==> config.mk <==
export PLATFORM = sky130hd
export DESIGN_NAME = fetch_stage
export DESIGN_NICKNAME = d
export VERILOG_FILES = /design/src/rtl/fetch_stage.sv
export SDC_FILE = /design/constraint.sdc
export NUM_CORES = 1
export LEC_CHECK = 0
export BUFFER_PORTS_ARGS = -buffer_cell sky130_fd_sc_hd__buf_2
export CAP_MARGIN = 25
export CELL_PAD_IN_SITES_DETAIL_PLACEMENT = 0
export CELL_PAD_IN_SITES_GLOBAL_PLACEMENT = 1
export CORE_MARGIN = 2
export CORE_UTILIZATION = 40
export CTS_CLUSTER_SIZE = 14
export DETAILED_ROUTE_END_ITERATION = 10
export GPL_TIMING_DRIVEN = 1
export PLACE_DENSITY = 0.94
export SYNTH_ARGS = -nofsm -noshare
export SYNTH_HDL_FRONTEND = slang
export SYNTH_SLANG_ARGS = --single-unit
==> constraint.sdc <==
create_clock -name CLK -period 4.4 [get_ports CLK]
set_input_delay 0.66 -clock CLK [delete_from_list [all_inputs] [get_ports CLK]]
set_output_delay 0.66 -clock CLK [all_outputs]
set_load 0.01 [all_outputs]
==> src/rtl/fetch_stage.sv <==
// Instruction-fetch stage: issues one req/ack read per instruction and loads the
// result into the IF/ID register, with a one-entry buffer that absorbs decode stalls.
`timescale 1ns/1ps

module fetch_stage #(
    parameter int                 ADDR_W    = 32,
    parameter int                 INSTR_W   = 32,
    parameter logic [INSTR_W-1:0] NOP_INSTR = '0
) (
    input  logic               CLK,
    input  logic               Reset,
    input  logic [ADDR_W-1:0]  pcAddress,
    output logic               PCWrite,
    output logic [ADDR_W-1:0]  pcPlus4,
    output logic               imemReq,
    output logic [ADDR_W-1:0]  imemAddr,
    input  logic               imemAck,
    input  logic [INSTR_W-1:0] imemData,
    input  logic               stallD,
    input  logic               flushF,
    output logic [INSTR_W-1:0] instrD,
    output logic [ADDR_W-1:0]  pcD,
    output logic               validD,
    output logic [1:0]         fsm_state
);

    // Handshake: a read is outstanding from the edge that raises imemReq until the
    // first edge that sees imemAck=1; imemAddr is stable over that whole window and
    // imemData is consumed on the ack edge only. One read in flight at a time.

    typedef enum logic [1:0] {
        IDLE = 2'd0,
        WAIT = 2'd1,
        FULL = 2'd2
    } state_t;

    state_t             state;
    state_t             state_next;
    logic               drop_pending;
    logic [INSTR_W-1:0] buf_instr;
    logic [ADDR_W-1:0]  buf_pc;

    logic ack_wait;
    logic discard;
    logic take_mem;
    logic to_buf;
    logic take_buf;
    logic issue;

    assign fsm_state = state;
    assign pcPlus4   = pcAddress + ADDR_W'(4);

    // State register
    always_ff @(posedge CLK) begin
        if (Reset) begin
            state <= IDLE;
        end else begin
            state <= state_next;
        end
    end

    // Next-state logic
    always_comb begin
        state_next = state;
        case (state)
            IDLE: state_next = WAIT;
            WAIT: begin
                if (imemAck) begin
                    if (flushF || drop_pending) begin
                        state_next = IDLE;
                    end else if (stallD) begin
                        state_next = FULL;
                    end else begin
                        state_next = IDLE;
                    end
                end
            end
            FULL: begin
                if (flushF || !stallD) begin
                    state_next = IDLE;
                end
            end
            default: state_next = IDLE;
        endcase
    end

    // Output/decode logic
    always_comb begin
        ack_wait = (state == WAIT) && imemAck;
        discard  = ack_wait && (flushF || drop_pending);
        take_mem = ack_wait && !discard && !stallD;
        to_buf   = ack_wait && !discard && stallD;
        take_buf = (state == FULL) && !stallD && !flushF;
        issue    = (state == IDLE);
        // A flush moves the PC to the redirect target even if nothing was fetched.
        PCWrite  = !Reset && (flushF || take_mem || ((state == FULL) && !stallD));
    end

    // Memory request, drop flag and stall buffer
    always_ff @(posedge CLK) begin
        if (Reset) begin
            imemReq      <= 1'b0;
            imemAddr     <= '0;
            drop_pending <= 1'b0;
            buf_instr    <= NOP_INSTR;
            buf_pc       <= '0;
        end else begin
            if (issue) begin
                imemReq  <= 1'b1;
                imemAddr <= pcAddress;
            end else if (ack_wait) begin
                imemReq <= 1'b0;
            end

            // The read cannot be cancelled, so a flush mid-read marks its data as stale.
            if (ack_wait) begin
                drop_pending <= 1'b0;
            end else if ((state == WAIT) && flushF) begin
                drop_pending <= 1'b1;
            end

            if (to_buf) begin
                buf_instr <= imemData;
                buf_pc    <= imemAddr;
            end
        end
    end

    // IF/ID pipeline register: flush > stall > new instruction > bubble
    always_ff @(posedge CLK) begin
        if (Reset) begin
            instrD <= NOP_INSTR;
            pcD    <= '0;
            validD <= 1'b0;
        end else if (flushF) begin
            instrD <= NOP_INSTR;
            pcD    <= '0;
            validD <= 1'b0;
        end else if (stallD) begin
            instrD <= instrD;
            pcD    <= pcD;
            validD <= validD;
        end else if (take_mem) begin
            instrD <= imemData;
            pcD    <= imemAddr;
            validD <= 1'b1;
        end else if (take_buf) begin
            instrD <= buf_instr;
            pcD    <= buf_pc;
            validD <= 1'b1;
        end else begin
            instrD <= NOP_INSTR;
            validD <= 1'b0;
        end
    end

endmodule

# After elaboration in Yosys (flattened, before gate mapping)
# Index checks and enable logic that the tools add are counted.
# Widths: inputs -> output; s select.
totals:
  elab_cells: 52
  regBits: 165
op_classes:
  mux: 13
  eq_ne: 4
  bitwise_logic: 1
  n_reduce_logical: 24
  addsub: 1
op_table:
  columns: ["op", "count"]
  rows:
  - ["$mux 32", 4]
  - ["$add 32x3->32 const B", 1]
  - ["$logic_and 1x1->1", 9]
  - ["$mux 2", 4]
  - ["$pmux 2 s3", 1]
  - ["$logic_not 1->1", 4]
  - ["$logic_or 1x1->1", 4]
  - ["$mux 1", 4]
  - ["$ne 2x2->1 const B", 2]
  - ["$reduce_and 2->1", 2]
  - ["$reduce_bool 2->1", 2]
  - ["$reduce_or 2->1", 2]
  - ["$eq 2x1->1 const B", 1]
  - ["$eq 2x2->1 const B", 1]
  - ["$logic_not 2->1", 1]
  - ["$not 1->1", 1]

# Depth between registers and ports, before layout
# Gate-level depths: netlist of the first run.
depth:
  depth_word: 9
  ltp_mapped: 7
  mapped_depth_nobuf: 5

# Least setup slack after synthesis of the first run
# Ideal clock, no wire load.
synth_timing:
  kind: "input to output"
  start: "input port pcAddress[2]"
  end: "output port pcPlus4[26]"
  required_time_ns: 3.740
  t_arrival_ns: 1.848
  n_path_buf: 1
  cell_stages: 6
  slack_ns: 1.892
  cell_sequence: "ha_1 -> nand3_1 -> or3_1 -> buf_2 -> nor3_1 -> xor2_1"
synth_via:
  elab_chain_cells: 1
synth_rtl:
  columns: ["item", "line", "text"]
  rows:
  - ["start, declared", "12", "input logic [ADDR_W-1:0] pcAddress,"]
  - ["$add 32x3->32", "51", "assign pcPlus4 = pcAddress + ADDR_W'(4);"]
  - ["end, declared", "14", "output logic [ADDR_W-1:0] pcPlus4,"]
# No other way between the ends.

# Worst setup path after layout of the first run
layout_timing:
  start: "input port pcAddress[2]"
  end: "output port pcPlus4[22]"
# The elaborated chain is that of the path after synthesis.

==> results of run 1 <==
==> cell usage in the layout, fill, tap and decap left out, types with 11 or more instances in the layout <==
cell,instances
buf_4,11
inv_1,12
nand2_1,233
a21oi_1,131
nor2_1,42
a222oi_1,32
nor3_1,11
clkbuf_16,17
a22oi_1,32
xor2_1,16
dfxtp_1,165
xnor2_1,12
buf_2,200
==> worst max-delay path by stage <==
stage,from,depth (start not counted),endpoint,slack (ns)
floorplan,pcAddress[2],6,pcPlus4[26],1.89
global placement,pcAddress[2],7,pcPlus4[28],1.45
detailed placement,pcAddress[2],7,pcPlus4[20],1.39
CTS,pcAddress[2],7,pcPlus4[20],1.39
global route,pcAddress[2],7,pcPlus4[20],1.25
finish,pcAddress[2],7,pcPlus4[22],1.41
==> per-layer routing <==
| metal | share of wire [%] | vias to the layer above | global-route usage, % |
|---|---|---|---|
| met1 | 46 | 2900 | 28.5 |
| met4 | 1.5 | 0 | 6.88 |
| li1 | - | 3041 | - |
| met5 | 0 | - | 0 |
| met3 | 6.4 | 22 | 4.90 |
| met2 | 46 | 231 | 33.2 |
==> cell type report <==
| cell class | count | share of cell area [%] |
|---|---|---|
| well taps | 216 | 3.29 |
| flip-flops and latches | 165 | 40.2 |
| repair buffers | 212 | 13.4 |
| clock inverters | 7 | 1.46 |
| multi-input cells | 546 | 35.2 |
| inverters | 12 | 0.548 |
| clock buffers | 24 | 5.86 |
==> cell families (layout without fill, tap and decap cells) <==
logic type / Yosys count / count (layout) / share of synthesized area, %
DFF: 165 / 165 / 50.7
and+or+nand+nor: 317 / 317 / 20.8
xor gates and xnor gates: 28 / 28 / 3.76
AOI/OAI and AO/OA: 200 / 200 / 19.3
adders and majority gates: 1 / 1 / 0.192
buffers and inverters: 76 / 255 / 5.32
==> critical path: stages <==
cell     delay [ns]
buf_2          0.12
ha_1           0.19
nand3_1        0.20
or3_1          0.56
nor3_1         0.26
xor2_1         0.18
buf_2          0.15
==> registers in the layout, summed over array words and instances, names as in the netlist <==
signal,flops
buf_instr,32
fsm_state,2
validD,1
buf_pc,32
imemAddr,32
pcD,32
imemReq,1
instrD,32
drop_pending,1
==> power groups by stage <==
stage	combinational (mW)	sequential, mW	clock (mW)
6_report	0.263	1.56	1.52
5_1_grt	0.289	1.56	1.61
4_1_cts	0.264	1.56	1.55
3_5_place_dp	0.263	1.59	0
3_3_place_gp	0.262	1.59	0
2_1_floorplan	0.129	1.59	0
==> stage by stage <==
step                      cells  hold slack (ns)  setup WS (ns)  instance area, µm²
after floorplan             787            0.436           1.89                6520
after global placement     1150            0.439           1.45                7600
after detailed placement   1150            0.444           1.39                7600
after CTS                  1181            0.453           1.39                8200
after global routing       1182            0.468           1.25                8220
final                      1182            0.450           1.41                8220
==> flow_summary.json, run 1 <==
{
  "status": "finished, final reports clean",
  "ys_warn_count": 0,
  "cp_data_arrival_time_ns": 2.33,
  "holdPathStages": 2,
  "seqCellArea_um2": 3300,
  "p_switching_uw": 784,
  "core_um2": 15900,
  "via_per_inst": 5.24,
  "cap_violations": 0,
  "r2r_end": "pcD[27]",
  "period_share_pct": 67.9,
  "worstPathRequired_ns": 3.74,
  "die_area_um2": 17300,
  "ctsHtreeMaxLevel": 4,
  "path_max_fanout": 9,
  "crit_path_end_kind": "primary output",
  "layout-drive-gt1-share_pct": 26.1,
  "p_leak_nw": 3.30,
  "cts_buffers": 17,
  "postCtsResizedCells": 0,
  "rsz0062_at_grt": "no",
  "fillers": 1538,
  "synth_ff_type": "dfxtp_1",
  "die_height_um": 132,
  "grt_pass1_wl_mm": 29.6,
  "clock_path_buffers": 2,
  "max-vdd-ir-drop_mv": 0.302,
  "finalSetupViolations": 0,
  "synthTopCellsByArea": "dfxtp_1 51%, nand2_1 13%, a21oi_1 10%, a222oi_1 4.9%, a22oi_1 3.7%",
  "wl_per_cell_um": 15.7,
  "start_kind": "input pin",
  "worst_pin_slew_ns": 0.911,
  "fin_crit_ns": 2.99,
  "antenna_found_initial": 0,
  "synth_area_per_cell_um2": 8.28,
  "grt_pass1_vias": 5626,
  "ff2ff_path_depth": 5,
  "min_from": "pcD[1]",
  "pwr-share-seq_pct": 46.7,
  "swShare_pct": 23.5,
  "gp_congestion": 0.811,
  "power.total_mw": 3.34,
  "dp_hpwl_mm": 11.7,
  "grt.overflow.total": 0,
  "syn-num-nets": 857,
  "cts_hold_buf": 0,
  "p_comb_share_pct": 7.9,
  "drc": 0,
  "hold_viol": 0,
  "syn-cell-area_um2": 6520,
  "fin_skew_ns": 0.00890,
  "crit_type": "in2out",
  "dr.pass1.iters": 6,
  "synth_cell_type_count": 37,
  "synth_most_common_cell": "nand2_1",
  "antenna_left": 0,
  "std_cell_rows": 46,
  "postSynthCellCount": 787,
  "synthToLayoutAreaGrowth_pct": 26.2,
  "seq_area_frac_synth_pct": 50.7,
  "multiInputGateArea_um2": 2900,
  "power.internal_mw": 2.56,
  "cts_tree": "yes",
  "grt_max_degree": 65,
  "boundaryPins": 202,
  "clk_latency_ns": 0.43,
  "max-slew-margin-rel_pct": 39.3,
  "synth_seq_cells": 165,
  "yosysTopAreaCell": "dfxtp_1",
  "r2r_start": "fsm_state[0]",
  "die_w_um": 132,
  "synth_common_cells": "233 x nand2_1, 165 x dfxtp_1, 131 x a21oi_1",
  "fin_nets": 1024,
  "drtIter0Drc": 466,
  "path_clk_slew_ns": 0.06,
  "cts.sinks": 165,
  "insertedDiodeCount": 0,
  "hp-class": "reg2reg",
  "async_flop_share_pct": 0,
  "grtUsageTotal_pct": 21.1,
  "cts_setup_buffers": 0,
  "cts-root-buf": "clkbuf_16",
  "slew_violations": 0,
  "routed_wirelength_mm": 18.6,
  "start_util_pct": 41.0,
  "clkPwrFrac_pct": 45.5,
  "fin_setup_tns_ns": 0,
  "post-route-util_pct": 51.7,
  "fmax_mhz": 335,
  "powerDensity_nw_per_um2": 407,
  "r2r_slack_ns": 2.20,
  "synth_edf_count": 0,
  "portBuffers": 201,
  "netlist.area_leader.share_pct": 50.7,
  "holdPathEnd": "pcD[1]",
  "vias": 6194
}
Power figures use the tool's default switching activity.
==> inputs of run 2 (changes only) <==
CORE_UTILIZATION = 37   (was 40)
PLACE_DENSITY = 0.89   (was 0.94)
clock period = 3.05 ns   (was 4.4 ns; I/O delays follow)
==> flow_summary.json, run 2 (synthesized netlist as in run 1, its figures left out) <==
{
  "max-slew-margin-rel_pct": 43.6,
  "grt_max_degree": 77,
  "layout_common_cells": "233 x nand2_1, 200 x buf_2, 165 x dfxtp_1",
  "period_share_pct": 85.1,
  "dp_hpwl_mm": 11.8,
  "hp-class": "in2reg",
  "die_w_um": 137,
  "antenna_found_initial": 0,
  "min_from": "imemData[4]",
  "vias": 6079,
  "start_util_pct": 37.8,
  "critPathBufInv": 2,
  "core_um2": 17200,
  "power.total_mw": 4.66,
  "r2r_start": "fsm_state[0]",
  "clock_path_buffers": 2,
  "grt.overflow.total": 0,
  "fin_crit_ns": 2.59,
  "via_per_inst": 5.10,
  "synthToLayoutAreaGrowth_pct": 26.2,
  "grtUsageTotal_pct": 19.3,
  "crit_family": "simple AND/OR/NAND/NOR gates",
  "worstPathCellList": "buf_2 > ha_1 > nand3_1 > or3_1 > nor3_1 > xor2_1 > buf_2",
  "start_kind": "input pin",
  "cts-root-buf": "clkbuf_16",
  "ctsHtreeMaxLevel": 4,
  "worst_path_most_repeated_cell": "buf_2",
  "grt_pass1_wl_mm": 28.3,
  "fin_skew_ns": 0.0110,
  "die_height_um": 137,
  "cp_data_arrival_time_ns": 2.14,
  "boundaryPins": 202,
  "postCtsResizedCells": 0,
  "cap_violations": 0,
  "clk_latency_ns": 0.42,
  "finalSetupViolations": 0,
  "final_common_cell": "nand2_1",
  "worst_pin_slew_ns": 0.846,
  "antenna_left": 0,
  "portBuffers": 201,
  "std_cell_rows": 48,
  "powerDensity_nw_per_um2": 567,
  "cts_hold_buf": 0,
  "slew_violations": 0,
  "layout-drive-gt1-share_pct": 26.2,
  "path_clk_slew_ns": 0.06,
  "max-vdd-ir-drop_mv": 0.386,
  "dr.pass1.iters": 7,
  "cts_buffers": 17,
  "fin_setup_tns_ns": 0,
  "cts_tree": "yes",
  "cts_setup_buffers": 0,
  "worstSetupStartpoint": "pcAddress[2]",
  "crit_type": "in2out",
  "drc": 0,
  "grt_pass1_vias": 5516,
  "fin_nets": 1023,
  "finalNonFillerCells": 1191,
  "hold_viol": 0,
  "path_max_fanout": 9,
  "crit_path_end_kind": "primary output",
  "cts.sinks": 165,
  "worstPathRequired_ns": 2.59,
  "insertedDiodeCount": 0,
  "die_area_um2": 18700,
  "hold_slack_ns": 0.286,
  "gp_congestion": 0.801,
  "drtIter0Drc": 410,
  "routed_wirelength_mm": 18.3,
  "critPathMaxStageDelay_ns": 0.59,
  "rsz0062_at_grt": "no",
  "wl_per_cell_um": 15.3,
  "placedCellCount": 1159,
  "p_leak_nw": 3.29,
  "fmax_mhz": 385,
  "fillers": 1718,
  "status": "finished, final reports clean",
  "crit_slowest_cell": "or3_1"
}
-- run 2: cell types whose count changed in the layout (fill, tap and decap cells not counted), sizes merged --
cell      before  now
bufinv         3    1
buf          212  211
inv           13   14
clkinv         2    5
clkinvlp       1    2
clkbuf        24   22
-- run 2: layout make-up --
| class | instances | area, µm² | area share (%) |
|---|---|---|---|
| well taps | 225 | 282 | 3.42 |
| clock buffers | 22 | 464 | 5.65 |
| inverters | 12 | 45.0 | 0.548 |
| clock inverters | 10 | 98.8 | 1.20 |
| multi-input cells | 546 | 2900 | 35.2 |
| repair buffers | 211 | 1130 | 13.8 |
| flip-flops and latches | 165 | 3300 | 40.2 |
-- run 2: worst paths after layout --
kind              cells after the start  slack (ns)            to
hold reg to reg                       2        0.45       pcD[10]
setup reg to reg                      5        0.96       pcD[14]
setup / recovery                      7        0.46   pcPlus4[26]
hold / removal                        3        0.29  buf_instr[4]
-- run 2: metrics by stage --
step / utilization, % / setup WS (ns) / cell area, µm²
final: 47.7 / 0.455 / 8220
after global placement: 44.4 / 0.464 / 7660
after CTS: 47.7 / 0.445 / 8220
after detailed placement: 44.4 / 0.448 / 7660
after floorplan: - / 0.947 / 6520
after global routing: 47.7 / 0.264 / 8220
-- run 2: where the power goes --
| part | total [mW] | leakage, nW | internal, mW | switching, mW |
|---|---|---|---|---|
| registers | 2.25 | 1.34 | 2.20 | 0.0456 |
| logic | 0.381 | 1.68 | 0.138 | 0.244 |
| clock network | 2.03 | 0.271 | 1.17 | 0.861 |
-- run 2: metal layers --
metal / vias to the layer above / wire [µm] / global-route usage, %
met2: 209 / 8440 / 31.3
li1: 3052 / - / -
met4: 0 / 299 / 6.08
met1: 2797 / 8190 / 24.8
met3: 21 / 1340 / 5.30
met5: - / 0 / 0
-- run 2: worst min-delay path: cells and delay by family --
family	cells	cell delay, ns
AND/OR/NAND/NOR	1	0.05
AO/OA/AOI/OAI	1	0.05
buffers and inverters	1	0.11
==> inputs of run 3 (changes only) <==
CORE_UTILIZATION = 33   (was 37)
PLACE_DENSITY = 0.84   (was 0.89)
SLEW_MARGIN = 10   (was unset)
clock period = 2.3 ns   (was 3.05 ns; I/O delays follow)
==> flow_summary.json, run 3 (synthesized netlist as in run 1, its figures left out) <==
{
  "dp_hpwl_mm": 12.7,
  "portBuffers": 201,
  "std_cell_rows": 51,
  "placedCellCount": 1208,
  "path_max_fanout": 9,
  "clk_latency_ns": 0.43,
  "hold_slack_ns": 0.168,
  "holdPathStages": 3,
  "grt_pass1_vias": 5575,
  "layout-drive-gt1-share_pct": 27.2,
  "critPathBufInv": 3,
  "drtIter0Drc": 438,
  "cts_buffers": 17,
  "fillers": 2023,
  "final_common_cell": "nand2_1",
  "cts.sinks": 165,
  "layout_common_cells": "233 x nand2_1, 200 x buf_2, 165 x dfxtp_1",
  "antenna_found_initial": 0,
  "via_per_inst": 4.95,
  "grtUsageTotal_pct": 18.2,
  "max-slew-margin-rel_pct": 49.5,
  "boundaryPins": 202,
  "fmax_mhz": 452,
  "grt_max_degree": 68,
  "crit_family": "simple AND/OR/NAND/NOR gates",
  "cp.depth": 7,
  "fin_nets": 1032,
  "slew_violations": 0,
  "core_um2": 19400,
  "hold_viol": 0,
  "fin_area_um2": 8330,
  "worstPathRequired_ns": 1.96,
  "routed_wirelength_mm": 19.4,
  "clock_path_buffers": 2,
  "start_util_pct": 33.6,
  "ff2ff_path_depth": 5,
  "die_w_um": 145,
  "powerDensity_nw_per_um2": 759,
  "grt_pass1_wl_mm": 29.6,
  "path_clk_slew_ns": 0.07,
  "place_area_um2": 7740,
  "cts_tree": "yes",
  "dp_slack_ns": -0.00239,
  "cp_data_arrival_time_ns": 1.87,
  "critPathMaxStageDelay_ns": 0.40,
  "finalSetupViolations": 0,
  "p_leak_nw": 3.32,
  "ctsHtreeMaxLevel": 4,
  "max-vdd-ir-drop_mv": 0.488,
  "worstPathCellList": "buf_2 > nand4_1 > or3_1 > buf_4 > nor3b_1 > xor2_1 > buf_2",
  "timing.final.ws_setup_ns": 0.0887,
  "wl_per_cell_um": 15.6,
  "power.total_mw": 6.32,
  "crit_path_end_kind": "primary output",
  "gp_congestion": 0.774,
  "worst_path_most_repeated_cell": "buf_2",
  "die_height_um": 145,
  "antenna_left": 0,
  "period_share_pct": 96.1,
  "fin_skew_ns": 0.00936,
  "crit_slowest_cell": "or3_1",
  "die_area_um2": 20900,
  "dr.pass1.iters": 5,
  "synthToLayoutAreaGrowth_pct": 27.8,
  "rsz0062_at_grt": "no",
  "grt.overflow.total": 0,
  "drc": 0,
  "vias": 6141,
  "fin_setup_tns_ns": 0,
  "cts-root-buf": "clkbuf_16",
  "cap_violations": 0,
  "cts_setup_buffers": 0,
  "hp-class": "in2reg",
  "finalNonFillerCells": 1241,
  "crit_type": "in2out",
  "post-route-util_pct": 42.9,
  "status": "finished, final reports clean",
  "start_kind": "input pin",
  "worst_pin_slew_ns": 0.758,
  "fin_crit_ns": 2.21
}
[run 3: cell count changes in the layout (fill, tap and decap cells not counted), moves of 2 or more]
| cell | previous run | this run |
|---|---|---|
| buf_4 | 7 | 19 |
| buf_12 | 4 | 1 |
| clkbuf_1 | 3 | 1 |
| clkbuf_8 | 2 | 0 |
| clkinvlp_4 | 2 | 4 |
| inv_6 | 2 | 4 |
[run 3: layer usage]
| layer | part of all wire (%) | routed length, µm | up-vias | GRT usage (%) |
|---|---|---|---|---|
| met5 | 0 | 0 | - | 0 |
| li1 | - | - | 3061 | - |
| met4 | 0.95 | 184 | 0 | 5.16 |
| met1 | 45 | 8800 | 2875 | 24.0 |
| met2 | 47 | 9040 | 191 | 29.1 |
| met3 | 7.1 | 1370 | 14 | 5.17 |
[run 3: path summary, 6_finish.rpt]
kind | to | slack (ns) | startpoint
hold / removal | buf_instr[18] | 0.17 | imemData[18]
setup reg to reg | pcD[20] | 0.49 | fsm_state[1]
setup / recovery | pcPlus4[23] | 0.09 | pcAddress[5]
hold reg to reg | buf_pc[28] | 0.45 | buf_pc[28]
[run 3: final cells by class]
| class | instances | area (µm²) | area share, % |
|---|---|---|---|
| inverter | 12 | 45.0 | 0.541 |
| sequential | 165 | 3300 | 39.7 |
| antenna | 1 | 2.50 | 0.0300 |
| multi-input combinational | 546 | 2900 | 34.8 |
| clock buffer | 18 | 429 | 5.15 |
| tap | 265 | 332 | 3.98 |
| timing repair buffer | 220 | 1160 | 14.0 |
| clock inverter | 14 | 153 | 1.83 |
[run 3: repair_timing]
action                                  4_1_cts  5_1_grt
endpoints found under the setup margin        4        0
resized for setup                             1        0
hold buffers                                  0        0
[run 3: power by group]
group / internal (mW) / leakage [nW] / switching (mW)
clock network: 1.61 / 0.274 / 1.21
logic: 0.185 / 1.71 / 0.331
registers: 2.92 / 1.34 / 0.0594
total: 4.72 / 3.32 / 1.60
[run 3: worst register-to-register path, delay by kind of cell, from the launching register on]
family          cells  cell delay, ns
simple gates        2            0.55
flops               1            0.43
compound gates      2            0.33
buf+inv             1            0.43
